`src/rtl/vga_scan_param.sv`:
```
// vga_scan_param: parameterised VGA raster generator with a latency-matched
// pixel fetch path.
//
// A horizontal/vertical counter pair walks the raster in the order
// sync, back porch, active, front porch. From the counter value ("stage 0")
// the block issues a pixel read request (rd_en, row_addr, col_addr) one cycle
// later. The source answers RD_LAT cycles after the request. The sync, enable
// and marker signals travel down a shift pipeline, so every output belonging
// to one counter value appears together, RD_LAT+2 cycles after that value.
//
// Ports:
//   vga_clk      pixel clock
//   rst          asynchronous, active-high reset
//   en           scan enable; low clears and holds the counters at (0,0)
//   d_in         pixel from the source, {b,g,r} with r in the LSBs
//   rd_en        pixel read request
//   row_addr     requested row (0 when rd_en=0)
//   col_addr     requested column (0 when rd_en=0)
//   r, g, b      colour outputs, forced to 0 outside the display window
//   hs, vs       sync outputs, active level HS_POL / VS_POL
//   de           display enable
//   line_start   one-cycle pulse for hcnt=0
//   frame_start  one-cycle pulse for hcnt=0, vcnt=0
module vga_scan_param #(
  parameter int H_ACTIVE = 640,
  parameter int H_FP     = 16,
  parameter int H_SYNC   = 96,
  parameter int H_BP     = 48,
  parameter int V_ACTIVE = 480,
  parameter int V_FP     = 10,
  parameter int V_SYNC   = 2,
  parameter int V_BP     = 33,
  parameter int CDW      = 4,
  parameter bit HS_POL   = 1'b0,
  parameter bit VS_POL   = 1'b0,
  parameter int RD_LAT   = 1,
  localparam int RW      = (V_ACTIVE > 1) ? $clog2(V_ACTIVE) : 1,
  localparam int CW      = (H_ACTIVE > 1) ? $clog2(H_ACTIVE) : 1
) (
  input  logic             vga_clk,
  input  logic             rst,
  input  logic             en,
  input  logic [3*CDW-1:0] d_in,
  output logic             rd_en,
  output logic [RW-1:0]    row_addr,
  output logic [CW-1:0]    col_addr,
  output logic [CDW-1:0]   r,
  output logic [CDW-1:0]   g,
  output logic [CDW-1:0]   b,
  output logic             hs,
  output logic             vs,
  output logic             de,
  output logic             line_start,
  output logic             frame_start
);

  localparam int H_TOTAL = H_SYNC + H_BP + H_ACTIVE + H_FP;
  localparam int V_TOTAL = V_SYNC + V_BP + V_ACTIVE + V_FP;
  localparam int HW      = (H_TOTAL > 1) ? $clog2(H_TOTAL) : 1;
  localparam int VW      = (V_TOTAL > 1) ? $clog2(V_TOTAL) : 1;

  // Pipeline depth from counter value to outputs.
  localparam int PD      = RD_LAT + 2;

  // Window bounds kept at 32 bits so the compares never truncate.
  localparam logic [31:0] H_LAST   = 32'(H_TOTAL - 1);
  localparam logic [31:0] V_LAST   = 32'(V_TOTAL - 1);
  localparam logic [31:0] H_SYN_HI = 32'(H_SYNC);
  localparam logic [31:0] V_SYN_HI = 32'(V_SYNC);
  localparam logic [31:0] H_ACT_LO = 32'(H_SYNC + H_BP);
  localparam logic [31:0] H_ACT_HI = 32'(H_SYNC + H_BP + H_ACTIVE);
  localparam logic [31:0] V_ACT_LO = 32'(V_SYNC + V_BP);
  localparam logic [31:0] V_ACT_HI = 32'(V_SYNC + V_BP + V_ACTIVE);

  logic [HW-1:0] hcnt;
  logic [VW-1:0] vcnt;
  logic [31:0]   h32;
  logic [31:0]   v32;
  logic          h_last;
  logic          v_last;

  assign h32    = 32'(hcnt);
  assign v32    = 32'(vcnt);
  assign h_last = (h32 == H_LAST);
  assign v_last = (v32 == V_LAST);

  // Raster counters. en=0 parks them at (0,0) so the first enabled edge
  // samples the frame origin.
  always_ff @(posedge vga_clk or posedge rst) begin
    if (rst) begin
      hcnt <= '0;
      vcnt <= '0;
    end else if (!en) begin
      hcnt <= '0;
      vcnt <= '0;
    end else if (h_last) begin
      hcnt <= '0;
      vcnt <= v_last ? '0 : vcnt + VW'(1);
    end else begin
      hcnt <= hcnt + HW'(1);
    end
  end

  // Stage 0: decode of the current counter value. Everything is qualified by
  // en so that disabled cycles enter the pipeline as blank, inactive entries.
  logic          act0;
  logic          hs0;
  logic          vs0;
  logic          ls0;
  logic          fs0;
  logic [CW-1:0] col0;
  logic [RW-1:0] row0;

  always_comb begin
    act0 = en && (h32 >= H_ACT_LO) && (h32 < H_ACT_HI)
              && (v32 >= V_ACT_LO) && (v32 < V_ACT_HI);
    hs0  = (en && (h32 < H_SYN_HI)) ? HS_POL : ~HS_POL;
    vs0  = (en && (v32 < V_SYN_HI)) ? VS_POL : ~VS_POL;
    ls0  = en && (hcnt == '0);
    fs0  = en && (hcnt == '0) && (vcnt == '0);
    col0 = '0;
    row0 = '0;
    if (act0) begin
      col0 = CW'(hcnt - HW'(H_SYNC + H_BP));
      row0 = RW'(vcnt - VW'(V_SYNC + V_BP));
    end
  end

  // Read request, one cycle after the counter value.
  always_ff @(posedge vga_clk or posedge rst) begin
    if (rst) begin
      rd_en    <= 1'b0;
      row_addr <= '0;
      col_addr <= '0;
    end else begin
      rd_en    <= act0;
      row_addr <= row0;
      col_addr <= col0;
    end
  end

  // Control shift pipeline. Entry k holds the stage-0 decode from k+1 edges
  // ago; the last entry drives the outputs. It keeps shifting while en=0 so
  // entries already in flight still reach the outputs.
  logic [PD-1:0] hs_p;
  logic [PD-1:0] vs_p;
  logic [PD-1:0] de_p;
  logic [PD-1:0] ls_p;
  logic [PD-1:0] fs_p;

  always_ff @(posedge vga_clk or posedge rst) begin
    if (rst) begin
      hs_p <= {PD{~HS_POL}};
      vs_p <= {PD{~VS_POL}};
      de_p <= '0;
      ls_p <= '0;
      fs_p <= '0;
    end else begin
      hs_p <= {hs_p[PD-2:0], hs0};
      vs_p <= {vs_p[PD-2:0], vs0};
      de_p <= {de_p[PD-2:0], act0};
      ls_p <= {ls_p[PD-2:0], ls0};
      fs_p <= {fs_p[PD-2:0], fs0};
    end
  end

  assign hs          = hs_p[PD-1];
  assign vs          = vs_p[PD-1];
  assign de          = de_p[PD-1];
  assign line_start  = ls_p[PD-1];
  assign frame_start = fs_p[PD-1];

  // Colour capture. The source answer for a request made on edge E is on
  // d_in during the cycle before edge E+RD_LAT+1; that edge is also where
  // the matching de reaches the output stage, so de_p[RD_LAT] is the mask.
  always_ff @(posedge vga_clk or posedge rst) begin
    if (rst) begin
      r <= '0;
      g <= '0;
      b <= '0;
    end else if (de_p[RD_LAT]) begin
      r <= d_in[CDW-1:0];
      g <= d_in[2*CDW-1:CDW];
      b <= d_in[3*CDW-1:2*CDW];
    end else begin
      r <= '0;
      g <= '0;
      b <= '0;
    end
  end

endmodule
```
`config.mk`:
```
export PLATFORM = sky130hd
export DESIGN_NAME = vga_scan_param
export DESIGN_NICKNAME = d
export VERILOG_FILES = /design/src/rtl/vga_scan_param.sv
export SDC_FILE = /design/constraint.sdc
export NUM_CORES = 1
export LEC_CHECK = 0
export CAP_MARGIN = 10
export CORE_UTILIZATION = 39
export DETAILED_ROUTE_END_ITERATION = 12
export GPL_TIMING_DRIVEN = 0
export PLACE_DENSITY = 0.7
export SLEW_MARGIN = 15
export SYNTH_ARGS = -nofsm -noshare
export SYNTH_HDL_FRONTEND = slang
export SYNTH_SLANG_ARGS = --single-unit
```
`constraint.sdc`:
```
create_clock -name vga_clk -period 2.56 [get_ports vga_clk]
set_input_delay 0.64 -clock vga_clk [delete_from_list [all_inputs] [get_ports vga_clk]]
set_output_delay 0.64 -clock vga_clk [all_outputs]
set_load 0.01 [all_outputs]
```
-- After elaboration in Yosys (flattened, before gate mapping)
Index checks and enable logic that the tools add are counted.
Widths: inputs -> output; s select.
- bits of input ports: 15
- word-level logic and storage cells: 48
- register bits after elaboration: 67
- output and inout port bits: 37
- reduce and logical (&&, ||, !) cells: 10
- multiplexer cells: 12
- equality and inequality tests: 3
- magnitude comparators: 6
- add/sub/neg operators: 4
- operators with widths (cell ; count):
    $mux 10 ; 6
    $add 10x1->10 const B ; 2
    $eq 10x10->1 const B ; 2
    $logic_not 10->1 ; 2
    $lt 10x10->1 const B ; 2
    $mux 4 ; 3
    $ge 10x6->1 const B ; 1
    $ge 10x8->1 const B ; 1
    $lt 10x2->1 const B ; 1
    $lt 10x7->1 const B ; 1
    $sub 10x8->10 const B ; 1
    $mux 9 ; 1
    $sub 9x6->9 const B ; 1
    $logic_and 1x1->1 ; 8
    $mux 1 ; 2
    $ne 2x1->1 const B ; 1

-- Longest topological paths before layout
Gate-level depths: netlist (run 1).
- depth in word-level cells: 6
- gate-level depth with buffers: 7

-- Worst setup path before layout (run 1)
OpenSTA, ideal clock, no wires.
- path type: reg-to-reg
- from: register vcnt[0]
- to: register col_addr[6]
- setup time: 0.134 ns
- required time: 2.426 ns
- arrival time: 1.875 ns
- cell stages (with the launch flop): 8
- path slack: 0.551 ns
- buffers on the path: 2
- path through: dfrtp_1 -> ha_1 -> clkbuf_1 -> o41ai_2 -> nand2_1 -> nor3_4 -> buf_2 -> nor3_1
- cells in the longest elaborated chain, start to end: 4
- RTL lines (what ; RTL line ; source):
    from (decl) ; 76 ; logic [VW-1:0] vcnt;
    from (signal assigned) ; 98 ; vcnt <= v_last ? '0 : vcnt + VW'(1);
    $ge 10x6->1 ; 116 ; && (v32 >= V_ACT_LO) && (v32 < V_ACT_HI);
    $logic_and 1x1->1 ; 116 ;
    $logic_and 1x1->1 * ; 116 ;
    $mux 10 * ; 123 ; if (act0) begin
    via col0[6] ; 111 ; logic [CW-1:0] col0;
    to (signal assigned) ; 138 ; col_addr <= col0;
    to (decl) ; 46 ; output logic [CW-1:0] col_addr,
Mark *: on every way through the listed nets, which the timed path passes. The rest lies on a longest branch.
A chain may end at the register's enable or synchronous reset.

-- Final worst setup path (run 1)
- from: register vcnt[0]
- to: register row_addr[0]
- cells in the longest elaborated chain, start to end: 4
- RTL lines (what ; RTL line ; source):
    $ge 10x6->1 ; 116 ;
    $logic_and 1x1->1 (2 in series) ; 116 ;
    $mux 9 * ; 123 ;
    via row0[0] ; 112 ; logic [RW-1:0] row0;
    to (signal assigned) ; 137 ; row_addr <= row0;
    to (decl) ; 45 ; output logic [RW-1:0] row_addr,
Marked as above.

==> metrics.md, run 1 <==
| Metric | Value |
|---|---|
| Status | complete, no violations |
| H-Tree Depth | 3 |
| Top-count cell post-synth | dfrtp_1 |
| Die height | 86.89 µm |
| Share of post-route cells with drive strength above 1 | 12.38% |
| Finish-stage setup viols | 0 |
| Largest net degree at the start of global routing | 46 |
| Hold Startpoint | fs_p[0] |
| Post-synth top area cell | dfrtp_1 |
| Cell Area, Synth | 2810 µm² |
| DIE AREA | 7549 µm² |
| TNS Setup | 0 ns |
| Worst slew pin tran | 0.4374 ns |
| Vias in the first global route | 1992 |
| #FFs+latches synth | 66 |
| Yosys top cell area share | 53.43% |
| Data required time of the worst path | 2.80 ns |
| Vias | 2112 |
| Global-route met3 utilization | 4.550% |
| Antenna violations before repair | 0 |
| Final Max Slew Viols | 0 |
| Net count, final | 341 |
| Setup CP Type | flop to flop |
| Post-synth EDFFs | 0 |
| Worst Clk Skew | 0.006422 ns |
| Worst min path class | flop to flop |
| FFs w/ async S/R, synth | 100.0% |
| CTS sink cnt | 66 |
| Hold Worst Slack | 0.3511 ns |
| ANT nets after route | 0 |
| # rows | 30 |
| Worst Path Max Fanout | 10 |
| Ports | 52 |
| CP Launch Point | vcnt[0] |
| Clk_lat worst skew | 0.34 ns |
| Starting density of the core | 40.91% |
| Syn-to-layout area delta | 30.36% |
| Post-route core utilization | 53.33% |
| Post-layout min period | 2.247 ns |
| Finished Layout Cells | 419 |
| Yosys cell types | 38 |
| Avg Vias per Cell | 5.041 |
| Cell count after placement | 401 |
| Net count after synthesis | 276 |
| Met2 GRT Util | 26.99% |
| Placeable Area | 6869 µm² |
| Number of port buffers | 51 |
| YS warnings | 0 |
| Die width | 86.89 µm |
| Initial drt markers | 112 |
| Grt total ovfl | 0 |
| DP HPWL | 3901 µm |
| DRC | 0 |
| Hold Path Cell Cnt | 0 |
| RSZ-0062 raised after global routing | false |
| First-pass GRT wire length | 9308 µm |
| Overall Global Routing Usage | 16.29% |
| Routed len/inst | 13.34 µm |
| Clk slew on worst S/H paths | 0.08 ns |
| Router iterations before antenna repair | 4 |
| Diode count | 0 |
| Reg2reg start | vcnt[0] |
| Met1 usage | 19.82% |
| Cells after Synth | 253 |
| Synthesized area per cell | 11.11 µm² |
| Period utilization | 87.78% |
| CP Launch Type | flop |
| Crit. End Element | flop |
| Busiest grt layer | met2 |
| Clock Tree Root | clkbuf_8 |
| Final Wtd Congestion | 0.8763 |
| Synth area leaders | dfrtp_1, dfstp_2, xnor2_1 |
| Clk buf depth | 2 |
| Register area share after synthesis | 59.04% |
| Synth Flop Type | dfrtp_1 |
| R2R cell count | 7 |
| Commonest cells post-synth | dfrtp_1, nor3_1, nor2_1 |
| Final hold violations | 0 |
| Worst r2r dst | row_addr[0] |
| Final WL | 5591 µm |
| R2r setup slk | 0.31 ns |
| Maxcap violations | 0 |
| # hold bufs at CTS | 0 |
| Leak | 1.553 nW |
| Slew headroom | 70.84% |
| Power Dens Cells | 526.5 nW/µm² |
| Max Clk Rate | 445.0 MHz |
| WP data arrival | 2.48 ns |
| Hold endpoint | fs_p[1] |
| CTS tree | done |
| Maximum ir drop on the vdd rail | 0.2493 mV |
| Total CTS buffers | 9 |
-- critical path, cell delays in order (launching register included) --
cell	delay (ns)
dfrtp_1	0.47
ha_1	0.23
clkbuf_1	0.21
nor4_2	0.33
a21oi_1	0.14
a311o_1	0.29
clkbuf_1	0.22
nor3_1	0.25
-- state kept, by name, summed over array words and instances (netlist names), 4 cells and up --
signal    count
hcnt         10
r             4
col_addr     10
b             4
g             4
row_addr      9
vcnt         10
-- cells by family (layout without fill, tap and decap cells) --
family	count (synthesis)	after routing	share of synthesized area, %
fa+ha+maj	8	8	3.562
mux	1	1	0.3562
buf+inv	25	95	3.829
simple gates	106	106	20.93
flops	66	66	59.04
compound gates	30	30	6.991
xor+xnor	17	17	5.298
-- report_power, final --
part | total, W | internal [W] | switching, W
Sequential | 0.00107 | 0.00106 | 0.00000869
Combinational | 0.0000875 | 0.0000406 | 0.0000469
Clock | 0.000769 | 0.000357 | 0.000412
-- per-layer routing --
| layer | wire length [µm] | vias to the layer above |
|---|---|---|
| met2 | 2714 | 68 |
| met1 | 2470 | 1035 |
| li1 | - | 1002 |
| met5 | 0 | - |
| met3 | 335 | 7 |
| met4 | 70 | 0 |
-- final cells by class --
type | instances | area (µm²)
tap | 96 | 120.1
buffer | 14 | 66.31
fill | 590 | 3206
inverter | 11 | 43.79
timing repair buffer | 54 | 545.5
clock buffer | 9 | 123.9
sequential | 66 | 1659
multi-input combinational | 162 | 1050
clock inverter | 7 | 55.05
-- cell usage in the layout (no fill, tap or decap), drive strengths merged --
master and instances:
a2111o 1, and2 14, nand2 12, nor4 3, or4 1, and3 2, a311oi 1, mux2i 1
or3 8, xor2 4, o31ai 2, clkinv 4, buf 9, nor2b 1, nand3b 1, nand4b 1
nand3 10, a21oi 12, dfrtp 60, and4 3, o31a 3, clkdlybuf4s50 51, o21ai 9, or2 1
clkbuf 17, xnor2 13, inv 12, dfstp 6, nor3 21, a311o 1, o41ai 1, nand4 4
ha 8, clkinvlp 2, nor3b 5, nor2 19
-- how the worst max path moves through the flow --
stage                   to  slack (ns)  depth (start not counted)
2_1_floorplan         b[0]        0.28                          1
6_report       row_addr[0]        0.31                          7
3_5_place_dp   row_addr[0]        0.15                          7
5_1_grt        row_addr[0]        0.11                          7
4_1_cts        col_addr[4]        0.13                          7
3_3_place_gp       hcnt[8]       -0.74                          2
-- metrics by stage --
step | setup WS, ns | total power, W | cell area, µm²
floorplan | 0.2751 | 0.001130 | 2810
global placement | -0.7361 | 0.001176 | 3441
global route | 0.1089 | 0.002005 | 3664
CTS | 0.1265 | 0.001954 | 3642
detailed placement | 0.1512 | 0.001182 | 3463
finish | 0.3129 | 0.001929 | 3664
-- timing repair --
| item | CTS | global route |
|---|---|---|
| buffers inserted | 0 | 2 |
| endpoints found under the hold margin | 0 | 0 |
| resized for setup | 0 | 1 |
| endpoints found under the setup margin | 0 | 10 |
(Power assumes the default switching activity.)
==> run 2, diff against run 1 <==
--- a/config.mk
+++ b/config.mk
@@ -6,10 +6,11 @@
 export NUM_CORES = 1
 export LEC_CHECK = 0
 export CAP_MARGIN = 10
-export CORE_UTILIZATION = 39
+export CORE_UTILIZATION = 52
 export DETAILED_ROUTE_END_ITERATION = 12
 export GPL_TIMING_DRIVEN = 0
-export PLACE_DENSITY = 0.7
+export PLACE_DENSITY = 0.87
+export SKIP_CTS_REPAIR_TIMING = 1
 export SLEW_MARGIN = 15
 export SYNTH_ARGS = -nofsm -noshare
 export SYNTH_HDL_FRONTEND = slang
==> metrics.md, run 2 (synthesis results as in run 1) <==
| Metric | Value |
|---|---|
| Clock Tree Root | clkbuf_8 |
| ANT nets after route | 0 (unchanged) |
| CP peak stage delay | 0.48 ns (about the same) |
| Maxcap violations | 0 (unchanged) |
| DIE AREA | 5703 µm² (-24%) |
| Placeable Area | 5140 µm² (-25%) |
| Share of post-route cells with drive strength above 1 | 11.21% (-1.2 points) |
| Total CTS buffers | 9 (unchanged) |
| # rows | 26 (-13%) |
| Ports | 52 (unchanged) |
| DRC | 0 (unchanged) |
| Routed wl met2 | 3471 µm (+28%) |
| Routed len/inst | 16.85 µm (+26%) |
| Worst slew pin tran | 0.7724 ns (+0.3351 ns) |
| Slew headroom | 48.50% (-22 points) |
| Setup CP Type | flop to flop |
| DP HPWL | 4349 µm (+11%) |
| Router iterations before antenna repair | 4 (unchanged) |
| Top layer used by detailed routing | met4 |
| Grt total ovfl | 0 (unchanged) |
| Clk slew on worst S/H paths | 0.07 ns (about the same) |
| Leak | 1.534 nW (-1.2%) |
| Hold Worst Slack | 0.3582 ns (+0.007099 ns) |
| Avg Vias per Cell | 5.639 (+12%) |
| Worst Clk Skew | 0.007791 ns (+0.001369 ns) |
| Initial drt markers | 137 (+22%) |
| Crit-path cells | ha_1, clkbuf_1, nor4_1, a21oi_1, a311o_1, buf_2, nor3b_1 |
| Clk buf depth | 2 (unchanged) |
| Overall Global Routing Usage | 24.86% (+8.6 points) |
| Maximum ir drop on the vdd rail | 0.2586 mV (+3.7%) |
| Reg area | 1659 µm² (unchanged) |
| Total power draw | 0.001891 W (-1.9%) |
| Placement Setup Slack | 0.2072 ns (+0.05595 ns) |
| Power Dens Cells | 528.1 nW/µm² (+0.32%) |
| Die width | 75.52 µm (-13%) |
| WL met1 | 2417 µm (-2.1%) |
| Largest regs | col_addr (10), hcnt (10), vcnt (10) |
| CP Launch Type | flop |
| Crit. End Element | flop |
| Largest delay share family, worst path | simple AND/OR/NAND/NOR gates |
| Finish-stage setup viols | 0 (unchanged) |
| Diode count | 0 (unchanged) |
| Worst min path class | flop to flop |
| Starting density of the core | 54.67% (+14 points) |
| Die height | 75.52 µm (-13%) |
| Final Max Slew Viols | 0 (unchanged) |
| First-pass GRT wire length | 10060 µm (+8.1%) |
| Number of port buffers | 51 (unchanged) |
| Filler cells | 357 (-39%) |
| Buffers & Inverters on Critical Path | 2 (unchanged) |
| Final WL | 6590 µm (+18%) |
| Commonest cells after routing, fill and taps aside | dfrtp_1, clkdlybuf4s50_1, nor3_1 |
| Vias | 2205 (+4.4%) |
| Max Clk Rate | 415.8 MHz (-6.6%) |
| RSZ-0062 raised after global routing | false |
| H-Tree Depth | 3 (unchanged) |
| CTS tree | done |
| Net count, final | 339 (-0.59%) |
| Largest net degree at the start of global routing | 67 (+46%) |
| Worst Path Max Fanout | 10 (unchanged) |
| Status | complete, no violations |
| Met3 Wirelength | 516 µm (+54%) |
| CTS sink cnt | 66 (unchanged) |
| Clk_lat worst skew | 0.34 ns (about the same) |
| Antenna violations before repair | 0 (unchanged) |
| Final worst slack | 0.1552 ns (-0.1577 ns) |
| Data required time of the worst path | 2.79 ns (about the same) |
| CP max stage cell | dfrtp_1 |
| Final hold violations | 0 (unchanged) |
| WP data arrival | 2.63 ns (+0.15 ns) |
| Footprint of the multi-input gates | 1044 µm² (-0.60%) |
| Most common cell after layout, fill and taps aside | dfrtp_1 |
| Syn-to-layout area delta | 27.43% |
| Period utilization | 93.94% (+6.2 points) |
| Post-layout min period | 2.405 ns (+0.1577 ns) |
| Vias in the first global route | 2088 (+4.8%) |
| Final Wtd Congestion | 0.8574 (-2.2%) |
| Finished Layout Cells | 391 (-6.7%) |
| Cell count after placement | 374 (-6.7%) |
-- run 2: worst paths after layout --
path	startpoint	slack, ns	end	cells past startpoint
worst max register to register	vcnt[0]	0.16	row_addr[1]	7
max in group asynchronous	rst	1.21	hcnt[9]	2
worst max-delay path	vcnt[0]	0.16	row_addr[1]	7
min in group asynchronous	rst	0.84	b[0]	2
worst min-delay path	fs_p[1]	0.36	fs_p[2]	0
worst min register to register	fs_p[1]	0.36	fs_p[2]	0
-- run 2: where the power goes --
part | switching [W] | internal [W] | total, W | leakage [nW]
Sequential | 0.00000959 | 0.00106 | 0.00107 | 0.893
Clock | 0.000389 | 0.000344 | 0.000733 | 0.0818
Combinational | 0.0000475 | 0.0000372 | 0.0000847 | 0.559
Total | 0.000446 | 0.00145 | 0.00189 | 1.53
-- run 2: area by class of cell --
cell class / count / area share [%]
Clock buffer: 10 / 3.564
Sequential cell: 66 / 46.33
Timing Repair Buffer: 52 / 14.47
Buffer: 14 / 1.852
Tap cell: 70 / 2.446
Multi-Input combinational cell: 162 / 29.14
Clock inverter: 6 / 0.9783
Inverter: 11 / 1.223
-- run 2: metrics by stage --
stage | setup TNS [ns] | util [%] | area [µm²]
2_1_floorplan | 0 | - | 2810
3_3_place_gp | -40.99 | 66.31 | 3408
3_5_place_dp | 0 | 66.36 | 3411
4_1_cts | 0 | 69.52 | 3573
5_1_grt | 0 | 69.67 | 3581
6_report | 0 | 69.67 | 3581
-- run 2: per-layer routing --
metal,track usage (%),vias to the layer above
met1,27.57,1070
li1,-,991
met3,6.217,16
met2,44.44,128
met4,12.35,0
met5,0,-
==> run 3, diff against run 2 <==
--- a/config.mk
+++ b/config.mk
@@ -7,6 +7,7 @@
 export LEC_CHECK = 0
 export CAP_MARGIN = 10
 export CORE_UTILIZATION = 52
+export CTS_CLUSTER_DIAMETER = 40
 export DETAILED_ROUTE_END_ITERATION = 12
 export GPL_TIMING_DRIVEN = 0
 export PLACE_DENSITY = 0.87
==> results of run 3 <==
Same layout as run 2: the final DEF is identical, and so are final timing and power.
==> RTL edit (flow settings as in run 2) <==
Take the reset off `col_addr` and load it in a clocked block of its own.
--- a/src/rtl/vga_scan_param.sv
+++ b/src/rtl/vga_scan_param.sv
@@ -131,12 +131,14 @@
     if (rst) begin
       rd_en    <= 1'b0;
       row_addr <= '0;
-      col_addr <= '0;
     end else begin
       rd_en    <= act0;
       row_addr <= row0;
-      col_addr <= col0;
     end
+  end
+
+  always_ff @(posedge vga_clk) begin
+    col_addr <= col0;
   end
 
   // Control shift pipeline. Entry k holds the stage-0 decode from k+1 edges
Function: no difference found for any inputs over 10 cycles, from zero or initial values and one cycle with rst high; that may be too few to reach the edited logic, so the function may still have changed.
==> RTL edit against run 2 <==
  * Wire length shrank 5.7%
  * Final cell count shrank 2.3%
  * Combinational power grew 63%
  * Clock skew shrank 0.0027 ns
  * Total power grew 17%
  * Worst setup slack gained 0.30 ns
  * Sequential cell count is the same
  * Area after synthesis grew 1.3%
  * Final area grew 2.8%
==> RTL edit: results (changes against run 2) <==
Vias -> 2055 (-6.8%)
Synth Area in Compound Gates -> 6.989% (about the same)
Max Fanout on Critical Path -> 10 (unchanged)
TritonCTS Buffers -> 9 (unchanged)
Clock Tree Buf Depth -> 2 (unchanged)
Static Leakage -> 1.640 nW (+6.9%)
Layout cells sized above 1 -> 17.31% (+6.1 points)
Routability cong. -> 0.8715 (+1.6%)
Max Clk Rate -> 475.5 MHz (+14%)
Grt ovf -> 0 (unchanged)
Clock slew at reported path FFs -> 0.07 ns (about the same)
Pre-CTS WS -> 0.4352 ns (+0.2281 ns)
Peak per-stage delay on the critical path -> 0.54 ns (+0.06 ns)
Crit path max-delay cell type -> o41ai_2
H-tree depth -> 3 (unchanged)
Setup slack, reg-to-reg -> 0.46 ns (+0.30 ns)
Initial DRT Pass Iterations -> 4 (unchanged)
Biggest regs -> col_addr x10, hcnt x10, vcnt x10
Post-synth cell types -> 47 (+24%)
Max-slew headroom -> 64.72% (+16 points)
Post-synth ARST share -> 84.85% (-15 points)
Worst Path Arrival -> 2.32 ns (-0.31 ns)
Avg WL per Cell -> 16.27 um (-3.5%)
Post-synth net total -> 267 (-3.3%)
Diode count -> 0 (unchanged)
Global router's overall resource usage -> 24.18% (-0.68 points)
Post-Synth XOR/XNOR Area -> 5.846% (+0.55 points)
Vias in the first global route -> 2206 (+5.7%)
Root Buffer -> clkbuf_8
Clock latency on the worst-skew pair -> 0.34 ns (about the same)
HP Class -> reg -> reg
First-pass GRT wire length -> 10.67 mm (+6.0%)
Worst Skew -> 0.005078 ns (-0.002712 ns)
Register area share after synthesis -> 56.53% (-2.5 points)
Initial antenna violation count -> 0 (unchanged)
Post-place instance area -> 3455 sq um (+1.3%)
Port bufs -> 50 (-2.0%)
Synth top cells by count -> dfrtp_1 (50), nor2_1 (18), nand2_1 (17)
Initial DRC Count -> 155 (+13%)
Largest net degree at the start of global routing -> 38 (-43%)
Mux cell area share after synthesis -> 0% (-0.36 points)
Status -> completed
Post-Synth Adder-Cell Area -> 3.077% (-0.48 points)
Synth top area cells -> dfrtp_1 (44%), dfxtp_1 (7.0%), dfstp_2 (5.5%)
Layout Nets -> 329 (-2.9%)
Ys Warns -> 0 (unchanged)
DPL Wire Length -> 4.212 mm (-3.2%)
Worst vdd ir -> 369.8 uV (+43%)
-- RTL edit: changes by cell type after synthesis, moves of 3 or more --
cell,before,now
dfrtp_1,60,50
nand2_1,12,17
nor3_1,20,8
buf_6,1,8
a21oi_1,12,6
buf_2,5,2
nor3_2,0,9
clkbuf_1,8,3
dfxtp_1,0,10
-- RTL edit: worst max-delay path, delay by kind of cell (launching register included) --
kind / cells / cell delay [ns]
AO/OA/AOI/OAI: 2 / 0.69
flip-flops: 1 / 0.49
adder cells (fa/ha/maj): 1 / 0.36
AND/OR/NAND/NOR: 2 / 0.24
buffers and inverters: 1 / 0.20
-- RTL edit: metal layers --
metal	vias up	wire length, um	GRT usage [%]
met5	-	0	0
met4	0	179	14.62
met3	15	310	4.311
met2	83	3109	39.45
met1	996	2614	30.14
li1	961	-	-
-- RTL edit: path summary, 6_finish.rpt --
path,startpoint,end,cells after the start
worst max-delay path,vcnt[0]$_DFFE_PP0P_,row_addr[0]$_DFF_PP0_,6
worst min-delay path,fs_p[0]$_DFF_PP0_,fs_p[1]$_DFF_PP0_,0
worst max register to register,vcnt[0]$_DFFE_PP0P_,row_addr[0]$_DFF_PP0_,6
worst min register to register,fs_p[0]$_DFF_PP0_,fs_p[1]$_DFF_PP0_,0
max in group asynchronous,rst,hs_p[2]$_DFF_PP1_,3
min in group asynchronous,rst,row_addr[5]$_DFF_PP0_,2
-- RTL edit: cell families after synthesis --
| group | after synthesis |
|---|---|
| fa+ha+maj | 7 |
| flops | 66 |
| xor+xnor | 19 |
| buf+inv | 23 |
| simple gates | 103 |
| compound gates | 27 |
-- RTL edit: area by class of cell --
class                           instances  area, sq um
Multi-Input combinational cell        156         1087
Fill cell                             358         1523
Timing Repair Buffer                   51        520.5
Inverter                                9        33.78
Clock buffer                           10        137.6
Tap cell                               70        87.58
Sequential cell                        66         1609
Buffer                                 14        116.4
Clock inverter                          6        90.09
-- RTL edit: where the power goes --
group | internal [W] | total [W] | switching (W)
logic | 0.0000634 | 0.000138 | 0.0000748
clock network | 0.000576 | 0.000985 | 0.000409
registers | 0.00107 | 0.00109 | 0.0000176
total | 0.00171 | 0.00221 | 0.000501
-- RTL edit: metrics by stage --
stage	instances	utilization [%]	hold WS, ns
after floorplan	245	-	0.3312
after global placement	365	65.99	0.3320
after detailed placement	366	66.37	0.3419
after CTS	382	70.75	0.3532
after global routing	382	70.75	0.3610
final	382	70.75	0.3553
